File: config.mk
export PLATFORM = sky130hd
export DESIGN_NAME = dsp_mac_sequencer
export DESIGN_NICKNAME = d
export VERILOG_FILES = /design/src/rtl/dsp_mac_sequencer.sv
export SDC_FILE = /design/constraint.sdc
export NUM_CORES = 1
export LEC_CHECK = 0
export CORE_ASPECT_RATIO = 2
export CORE_MARGIN = 10
export CORE_UTILIZATION = 40
export CTS_CLUSTER_DIAMETER = 120
export DETAILED_ROUTE_END_ITERATION = 10
export PLACE_DENSITY_LB_ADDON = 0.3
export SETUP_SLACK_MARGIN = 0.4
export SYNTH_ARGS = -nofsm -noshare
export SYNTH_HDL_FRONTEND = slang
export SYNTH_SLANG_ARGS = --single-unit
File: constraint.sdc
create_clock -name clk_i -period 2 [get_ports clk_i]
set_input_delay 0.2 -clock clk_i [delete_from_list [all_inputs] [get_ports clk_i]]
set_output_delay 0.2 -clock clk_i [all_outputs]
set_load 0.005 [all_outputs]
File: src/rtl/dsp_mac_sequencer.sv
// Operand sequencer for a DSP48A1 in multiply-accumulate mode.
// Streams signed operand pairs per block, schedules OPMODE and captures P.
module dsp_mac_sequencer #(
  parameter int unsigned MUL_LAT = 3,
  parameter int unsigned CBITS   = 10
) (
  input  logic              clk_i,
  input  logic              rst_i,
  input  logic              in_valid_i,
  output logic              in_ready_o,
  input  logic              in_last_i,
  input  logic [17:0]       in_a_i,
  input  logic [17:0]       in_b_i,
  output logic              res_valid_o,
  input  logic              res_ready_i,
  output logic [47:0]       res_o,
  output logic [CBITS-1:0]  res_cnt_o,
  output logic              busy_o,
  output logic [17:0]       dsp_a_o,
  output logic [17:0]       dsp_b_o,
  output logic [7:0]        dsp_opmode_o,
  output logic              dsp_ce_o,
  output logic              dsp_rst_o,
  input  logic [47:0]       dsp_p_i
);

  localparam int unsigned NSTG = MUL_LAT + 2;
  localparam int unsigned OPS  = MUL_LAT - 2;
  localparam int unsigned TAGW = 3;

  localparam logic [1:0] ST_ACCUM = 2'd0;
  localparam logic [1:0] ST_DRAIN = 2'd1;
  localparam logic [1:0] ST_HOLD  = 2'd2;

  localparam logic [7:0] OP_LOAD = 8'h01;
  localparam logic [7:0] OP_ACC  = 8'h09;
  localparam logic [7:0] OP_HOLD = 8'h08;

  // Tag bits: [2] valid, [1] first, [0] last
  logic [TAGW-1:0]  tag_q [NSTG];
  logic [TAGW-1:0]  tag_d [NSTG];

  logic [1:0]       state_q, state_d;
  logic             started_q, started_d;
  logic [CBITS-1:0] cnt_q, cnt_d;
  logic             in_ready_q, in_ready_d;
  logic             res_valid_q, res_valid_d;
  logic [47:0]      res_q, res_d;
  logic [CBITS-1:0] res_cnt_q, res_cnt_d;
  logic             busy_q, busy_d;
  logic [17:0]      a_q, a_d;
  logic [17:0]      b_q, b_d;
  logic [7:0]       opmode_q, opmode_d;
  logic             ce_q;
  logic             dsp_rst_q;
  logic             accept_c;
  logic             capture_c;

  assign accept_c  = in_valid_i && in_ready_q && (state_q == ST_ACCUM);
  assign capture_c = tag_q[NSTG-1][2] && tag_q[NSTG-1][0];

  // Next-state, feed stage, tag pipeline and capture
  always_comb begin
    state_d     = state_q;
    started_d   = started_q;
    cnt_d       = cnt_q;
    res_valid_d = res_valid_q;
    res_d       = res_q;
    res_cnt_d   = res_cnt_q;
    a_d         = 18'd0;
    b_d         = 18'd0;
    tag_d[0]    = '0;
    for (int unsigned i = 1; i < NSTG; i++) begin
      tag_d[i] = tag_q[i-1];
    end

    case (state_q)
      ST_ACCUM: begin
        if (accept_c) begin
          a_d      = in_a_i;
          b_d      = in_b_i;
          tag_d[0] = {1'b1, !started_q, in_last_i};
          cnt_d    = started_q ? cnt_q + CBITS'(1) : CBITS'(1);
          if (in_last_i) begin
            state_d   = ST_DRAIN;
            started_d = 1'b0;
          end else begin
            started_d = 1'b1;
          end
        end
      end
      ST_DRAIN: begin
        if (capture_c) begin
          res_d       = dsp_p_i;
          res_cnt_d   = cnt_q;
          res_valid_d = 1'b1;
          state_d     = ST_HOLD;
        end
      end
      ST_HOLD: begin
        if (res_valid_q && res_ready_i) begin
          res_valid_d = 1'b0;
          state_d     = ST_ACCUM;
        end
      end
      default: state_d = ST_ACCUM;
    endcase

    // OPMODE register loads one edge ahead of the DSP OPMODE/M registers
    if (!tag_q[OPS][2]) begin
      opmode_d = OP_HOLD;
    end else if (tag_q[OPS][1]) begin
      opmode_d = OP_LOAD;
    end else begin
      opmode_d = OP_ACC;
    end

    in_ready_d = (state_d == ST_ACCUM);
    busy_d     = (state_d != ST_ACCUM) || started_d;
  end

  always_ff @(posedge clk_i) begin
    dsp_rst_q <= rst_i;
    if (rst_i) begin
      state_q     <= ST_ACCUM;
      started_q   <= 1'b0;
      cnt_q       <= '0;
      in_ready_q  <= 1'b0;
      res_valid_q <= 1'b0;
      res_q       <= '0;
      res_cnt_q   <= '0;
      busy_q      <= 1'b0;
      a_q         <= '0;
      b_q         <= '0;
      opmode_q    <= OP_HOLD;
      ce_q        <= 1'b0;
      for (int unsigned i = 0; i < NSTG; i++) begin
        tag_q[i] <= '0;
      end
    end else begin
      state_q     <= state_d;
      started_q   <= started_d;
      cnt_q       <= cnt_d;
      in_ready_q  <= in_ready_d;
      res_valid_q <= res_valid_d;
      res_q       <= res_d;
      res_cnt_q   <= res_cnt_d;
      busy_q      <= busy_d;
      a_q         <= a_d;
      b_q         <= b_d;
      opmode_q    <= opmode_d;
      ce_q        <= 1'b1;
      for (int unsigned i = 0; i < NSTG; i++) begin
        tag_q[i] <= tag_d[i];
      end
    end
  end

  assign in_ready_o   = in_ready_q;
  assign res_valid_o  = res_valid_q;
  assign res_o        = res_q;
  assign res_cnt_o    = res_cnt_q;
  assign busy_o       = busy_q;
  assign dsp_a_o      = a_q;
  assign dsp_b_o      = b_q;
  assign dsp_opmode_o = opmode_q;
  assign dsp_ce_o     = ce_q;
  assign dsp_rst_o    = dsp_rst_q;

endmodule

**Yosys cells after proc, flatten, opt, wreduce, memory -nomap -nowiden**

Memory sizes are Yosys's and may differ from the RTL's.
Cells that the tools add are included.
Widths: inputs -> output; s select.

- Flip-flop bits (word level): 120
- Memory bits (writable): 15
- Input bits: 89
- Output and inout bits: 107
- Word-level logic and storage cells: 65
- Memories: 1

Memory list:

| memory | depth | bits a word | rd ports | clocked after Yosys merged registers in | wr ports | RTL line | source |
|---|---|---|---|---|---|---|---|
| tag_q | 5 | 3 | 5 | 0 | 5 | 40 | `logic [TAGW-1:0] tag_q [NSTG];` |

- $add $sub $neg: 1
- Eq/ne operators: 4
- Multiplexer cells: 23
- Bitwise operators: 8
- Reduce and logical (&&, ||, !) cells: 15

Operator list:

| operator | count |
|---|---|
| $mux 3 | 7 |
| $add 10x1->10 const B | 1 |
| $mux 10 | 1 |
| $mux 1 | 8 |
| $mux 2 | 4 |
| $pmux 2 s3 | 1 |
| $or 1x1->1 | 5 |
| $logic_and 1x1->1 | 4 |
| $logic_not 2->1 | 2 |
| $mux 4 | 1 |
| $ne 2x2->1 const B | 2 |
| $reduce_and 2->1 | 2 |
| $reduce_bool 2->1 | 2 |
| $not 1->1 | 3 |
| $reduce_and 3->1 | 1 |
| $reduce_or 3->1 | 1 |
| $eq 2x1->1 const B | 1 |
| $eq 2x2->1 const B | 1 |
| $pmux 1 s2 | 1 |
| $reduce_or 2->1 | 1 |
| $logic_not 1->1 | 1 |
| $logic_or 1x1->1 | 1 |

**Logic depth before layout (Yosys ltp)**

- Depth after elaboration: 6
- Mapped depth: 6
- Mapped depth without buffers: 5

**Worst setup path before layout**

Ideal clock, no wire load.

- Path kind: register -> register
- Start point: reg state_q[1]
- End point: reg cnt_q[9]
- Setup time: 0.072 ns
- Data arrival time: 1.605 ns
- Required time: 1.928 ns
- Setup slack: 0.323 ns
- Stages on the path, launching flop included: 7
- Buffers on the path: 2
- Cell sequence: dfxtp_1 buf_6 nand4bb_1 buf_6 or2_4 or4_1 a21oi_1

- Cells in the longest elaborated chain, start to end: 3

Ends and longest elaborated chain:

| element | RTL line | source |
|---|---|---|
| from (decl) | 43 | `logic [1:0] state_q, state_d;` |
| from (signal assigned) | 141 | `state_q <= state_d;` |
| $logic_not 2->1 (*) | 59, 77 |  |
| $logic_and 1x1->1 | 59 | `assign accept_c = in_valid_i && in_ready_q && (state_q == ST_ACCUM);` |
| $reduce_and 2->1 (no line) (*) | - |  |
| to (signal assigned) | 143 | `cnt_q <= cnt_d;` |
| to (decl) | 45 | `logic [CBITS-1:0] cnt_q, cnt_d;` |

Every way passes the cells marked *; elsewhere a longest branch is shown, timed or not.
A chain may end at the register's enable or synchronous reset.

**Final worst setup path**

- Start point: reg state_q[0]
- End point: reg cnt_q[8]

The elaborated chain is that of the path after synthesis.

==> flow_results.xml <==
<?xml version="1.0" encoding="UTF-8"?>
<metrics>
  <group name="sta">
    <metric name="worst_slack" unit="ps">352</metric>
    <metric name="timing.clock.skew" unit="ps">3.50</metric>
    <metric name="relSlewSlack" unit="%">60.8</metric>
    <metric name="min_period" unit="ps">1650</metric>
    <metric name="timing_worst_slew_pin_value" unit="ps">588</metric>
    <metric name="finalHoldViolations" unit="">0</metric>
    <metric name="period_utilization_post_route" unit="%">82.4</metric>
    <metric name="final-max-slew-violation-count" unit="">0</metric>
    <metric name="tns" unit="ps">0</metric>
    <metric name="fmaxAchievable" unit="MHz">607</metric>
    <metric name="final-setup-viol-count" unit="">0</metric>
    <metric name="grt_setup_unrepaired" unit="">yes</metric>
  </group>
  <group name="routing">
    <metric name="avgRoutedWirePerCell" unit="um">15.9</metric>
    <metric name="route.detailed.vias_per_inst" unit="">4.75</metric>
    <metric name="drt-pass1-iter-count" unit="">4</metric>
    <metric name="route.vias.total" unit="">3730</metric>
    <metric name="post_route_wl" unit="um">12500</metric>
    <metric name="drc" unit="">0</metric>
    <metric name="drtAntennaViolNets" unit="">0</metric>
    <metric name="drt_iter0_markers" unit="">130</metric>
  </group>
  <group name="global_routing">
    <metric name="grt_remaining_overflow" unit="">0</metric>
    <metric name="pin_count_of_the_biggest_net_entering_global_routing" unit="">60</metric>
    <metric name="antenna_violations_before_repair" unit="">0</metric>
    <metric name="grt_pass1_vias" unit="">3769</metric>
    <metric name="groute.usage.overall" unit="%">16.6</metric>
    <metric name="grt_pass1_wl" unit="um">19800</metric>
  </group>
  <group name="setup_path">
    <metric name="timing_worst_setup_path_type" unit="">flip-flop to flip-flop</metric>
    <metric name="regToRegSetupSlack" unit="ps">350</metric>
    <metric name="worst_endpoint_required_time" unit="ps">2290</metric>
    <metric name="cp_max_fo" unit="">10</metric>
    <metric name="worst_setup_path_end_kind" unit="">flip-flop</metric>
    <metric name="timing.critical_path.from_type" unit="">flip-flop</metric>
    <metric name="worst_ep_arrival_time" unit="ps">1930</metric>
  </group>
  <group name="clock_tree">
    <metric name="clockRootBuffer" unit="">clkbuf_16</metric>
    <metric name="cts.path.max_buffers" unit="">2</metric>
    <metric name="worst_skew_pair.late_latency" unit="ps">400</metric>
    <metric name="cts_inserted_buffers" unit="">17</metric>
    <metric name="ctsHtreeMaxLevel" unit="">4</metric>
    <metric name="cts_tree" unit="">yes</metric>
    <metric name="clk_sinks" unit="">126</metric>
    <metric name="cts.reportedPaths.clkPinSlew" unit="ps">60</metric>
  </group>
  <group name="logic_synthesis">
    <metric name="avgSynthCellArea" unit="um2">9.04</metric>
    <metric name="synth_cell_types" unit="">32</metric>
    <metric name="yosysSeqAreaShare" unit="%">61.2</metric>
    <metric name="synth_warnings" unit="">0</metric>
    <metric name="synth_cells" unit="">456</metric>
    <metric name="syn-cell-area" unit="um2">4120</metric>
    <metric name="ys_ff_latch" unit="">126</metric>
  </group>
  <group name="pwr">
    <metric name="pwr-share-clk" unit="%">51.8</metric>
    <metric name="power-per-cell-area" unit="nW/um2">892</metric>
    <metric name="cellInternalPower" unit="uW">4800</metric>
    <metric name="largest_voltage_drop_on_the_vdd_net" unit="V">0.000759</metric>
    <metric name="power.static_leakage" unit="uW">0.00252</metric>
    <metric name="p_seq_share" unit="%">42.6</metric>
    <metric name="p_sw" unit="uW">1220</metric>
    <metric name="switching_share" unit="%">20.3</metric>
    <metric name="combPwrFrac" unit="%">5.6</metric>
  </group>
  <group name="flow_run">
    <metric name="max-cap-violations" unit="">0</metric>
  </group>
  <group name="placed_design">
    <metric name="port_buffers" unit="">189</metric>
    <metric name="place_worst_setup_slack" unit="ps">139</metric>
    <metric name="finalWeightedCongestion" unit="">0.857</metric>
    <metric name="place.detailed.hpwl" unit="um">9330</metric>
  </group>
  <group name="floorplan">
    <metric name="core.rowCount" unit="">52</metric>
    <metric name="fp.dieArea" unit="um2">15000</metric>
    <metric name="dieHeight" unit="um">164</metric>
    <metric name="core_region_area" unit="um2">10100</metric>
    <metric name="top_level_ports" unit="">196</metric>
    <metric name="floorplan.die.width" unit="um">91.8</metric>
    <metric name="initial_core_utilization" unit="%">40.9</metric>
  </group>
  <group name="finish">
    <metric name="final_common_cell" unit="">clkdlybuf4s50_1</metric>
    <metric name="num_antenna_cells" unit="">0</metric>
    <metric name="num-nets-final" unit="">728</metric>
    <metric name="mostFrequentLayoutCells" unit="">clkdlybuf4s50_1, nand2_1, dfxtp_1</metric>
    <metric name="syn2layout_area_growth" unit="%">63.8</metric>
    <metric name="final_layout_size_suffix_gt1_share" unit="%">7.37</metric>
  </group>
  <group name="worst_hold_path">
    <metric name="min_path_type" unit="">input pin to flip-flop</metric>
  </group>
  <group name="run_status">
    <metric name="run_status" unit="">finished clean</metric>
  </group>
</metrics>
==> worst max-delay path: stages (launching register included) <==
cell       delay, ps
dfxtp_1          410
nand4bb_1        300
buf_4            220
nor4_2           360
xnor2_1          190
nor2_1            60
==> registers in the layout, indices dropped and copies added (netlist names) <==
name,cells
busy_o,1
cnt_q,10
dsp_a_o,18
dsp_b_o,18
dsp_ce_o,1
dsp_opmode_o,2
dsp_rst_o,1
in_ready_o,1
res_cnt_o,10
res_o,48
res_valid_o,1
started_q,1
state_q,2
tag_q,12
==> timing repair <==
| action | in CTS | in global routing |
|---|---|---|
| endpoints found under the setup margin | 1 | 11 |
| buffers inserted | 0 | 0 |
| hold buffers | 0 | 0 |
| resized for setup | 1 | 4 |
| cloned | 0 | 0 |
==> cells in the mapped netlist, drive strengths merged <==
cell | count | area share [%]
nand2 | 127 | 12
dfxtp | 126 | 61
a21oi | 65 | 7.9
and3 | 37 | 5.6
clkbuf | 26 | 2.4
nor2 | 15 | 1.4
buf | 12 | 2.2
nor2b | 11 | 1.7
nand3 | 5 | 0.61
nor3 | 5 | 0.61
xnor2 | 4 | 0.85
xor2 | 3 | 0.64
inv | 2 | 0.18
nand2b | 2 | 0.30
nand4 | 2 | 0.30
o21ai | 2 | 0.24
a211oi | 1 | 0.18
a22oi | 1 | 0.18
conb | 1 | 0.091
ha | 1 | 0.30
nand4b | 1 | 0.21
nand4bb | 1 | 0.27
nor3b | 1 | 0.18
nor4 | 1 | 0.15
nor4bb | 1 | 0.24
o31ai | 1 | 0.18
or2 | 1 | 0.21
or4 | 1 | 0.18
==> kinds of logic after synthesis <==
logic type / after synthesis / synth area share [%]
and+or+nand+nor: 211 / 23.5
AOI/OAI and AO/OA: 70 / 8.68
buffers and inverters: 40 / 4.76
xor gates and xnor gates: 7 / 1.49
adders and majority gates: 1 / 0.303
other: 1 / 0.0910
DFF: 126 / 61.2
==> power by group through the flow <==
stage,Combinational [uW],Clock [uW],Sequential (uW)
final,340,3120,2560
after global routing,368,3300,2570
after CTS,342,3180,2560
after detailed placement,340,0,2620
after global placement,334,0,2620
after floorplan,96.1,0,2620
==> stage by stage <==
step | utilization [%] | instance area [um2] | hold slack [ps] | cells | power, uW
6_report | 67.0 | 6750 | 245 | 786 | 6020
5_1_grt | 67.0 | 6750 | 262 | 786 | 6240
4_1_cts | 66.9 | 6740 | 244 | 786 | 6090
3_5_place_dp | 60.7 | 6120 | 352 | 754 | 2960
3_3_place_gp | 60.7 | 6120 | 345 | 754 | 2950
2_1_floorplan | - | 4150 | 228 | 461 | 2710
==> per-layer routing <==
metal | GRT usage, % | routed length (um)
met5 | 0 | 0
met4 | 6.98 | 245
met3 | 7.77 | 1110
met2 | 28.3 | 6370
met1 | 17.2 | 4750
==> path summary, 6_finish.rpt <==
| check | start | to | cells after the start |
|---|---|---|---|
| setup / recovery | state_q[0]$_SDFF_PP0_ | cnt_q[8]$_SDFFE_PP0P_ | 5 |
| hold / removal | rst_i | state_q[1]$_SDFF_PP0_ | 3 |
| setup reg to reg | state_q[0]$_SDFF_PP0_ | cnt_q[8]$_SDFFE_PP0P_ | 5 |
| hold reg to reg | tag_q[0][4]$_SDFF_PP0_ | dsp_opmode_o[3]$_SDFF_PP1_ | 1 |
==> layout make-up <==
cell class / instances / area [um2]
fill: 804 / 3330
sequential: 126 / 2520
timing repair buffer: 196 / 1980
multi-input combinational: 295 / 1460
clock buffer: 19 / 453
tap: 135 / 169
clock inverter: 13 / 165
inverter: 2 / 7.51
Power figures use the tool's default switching activity.
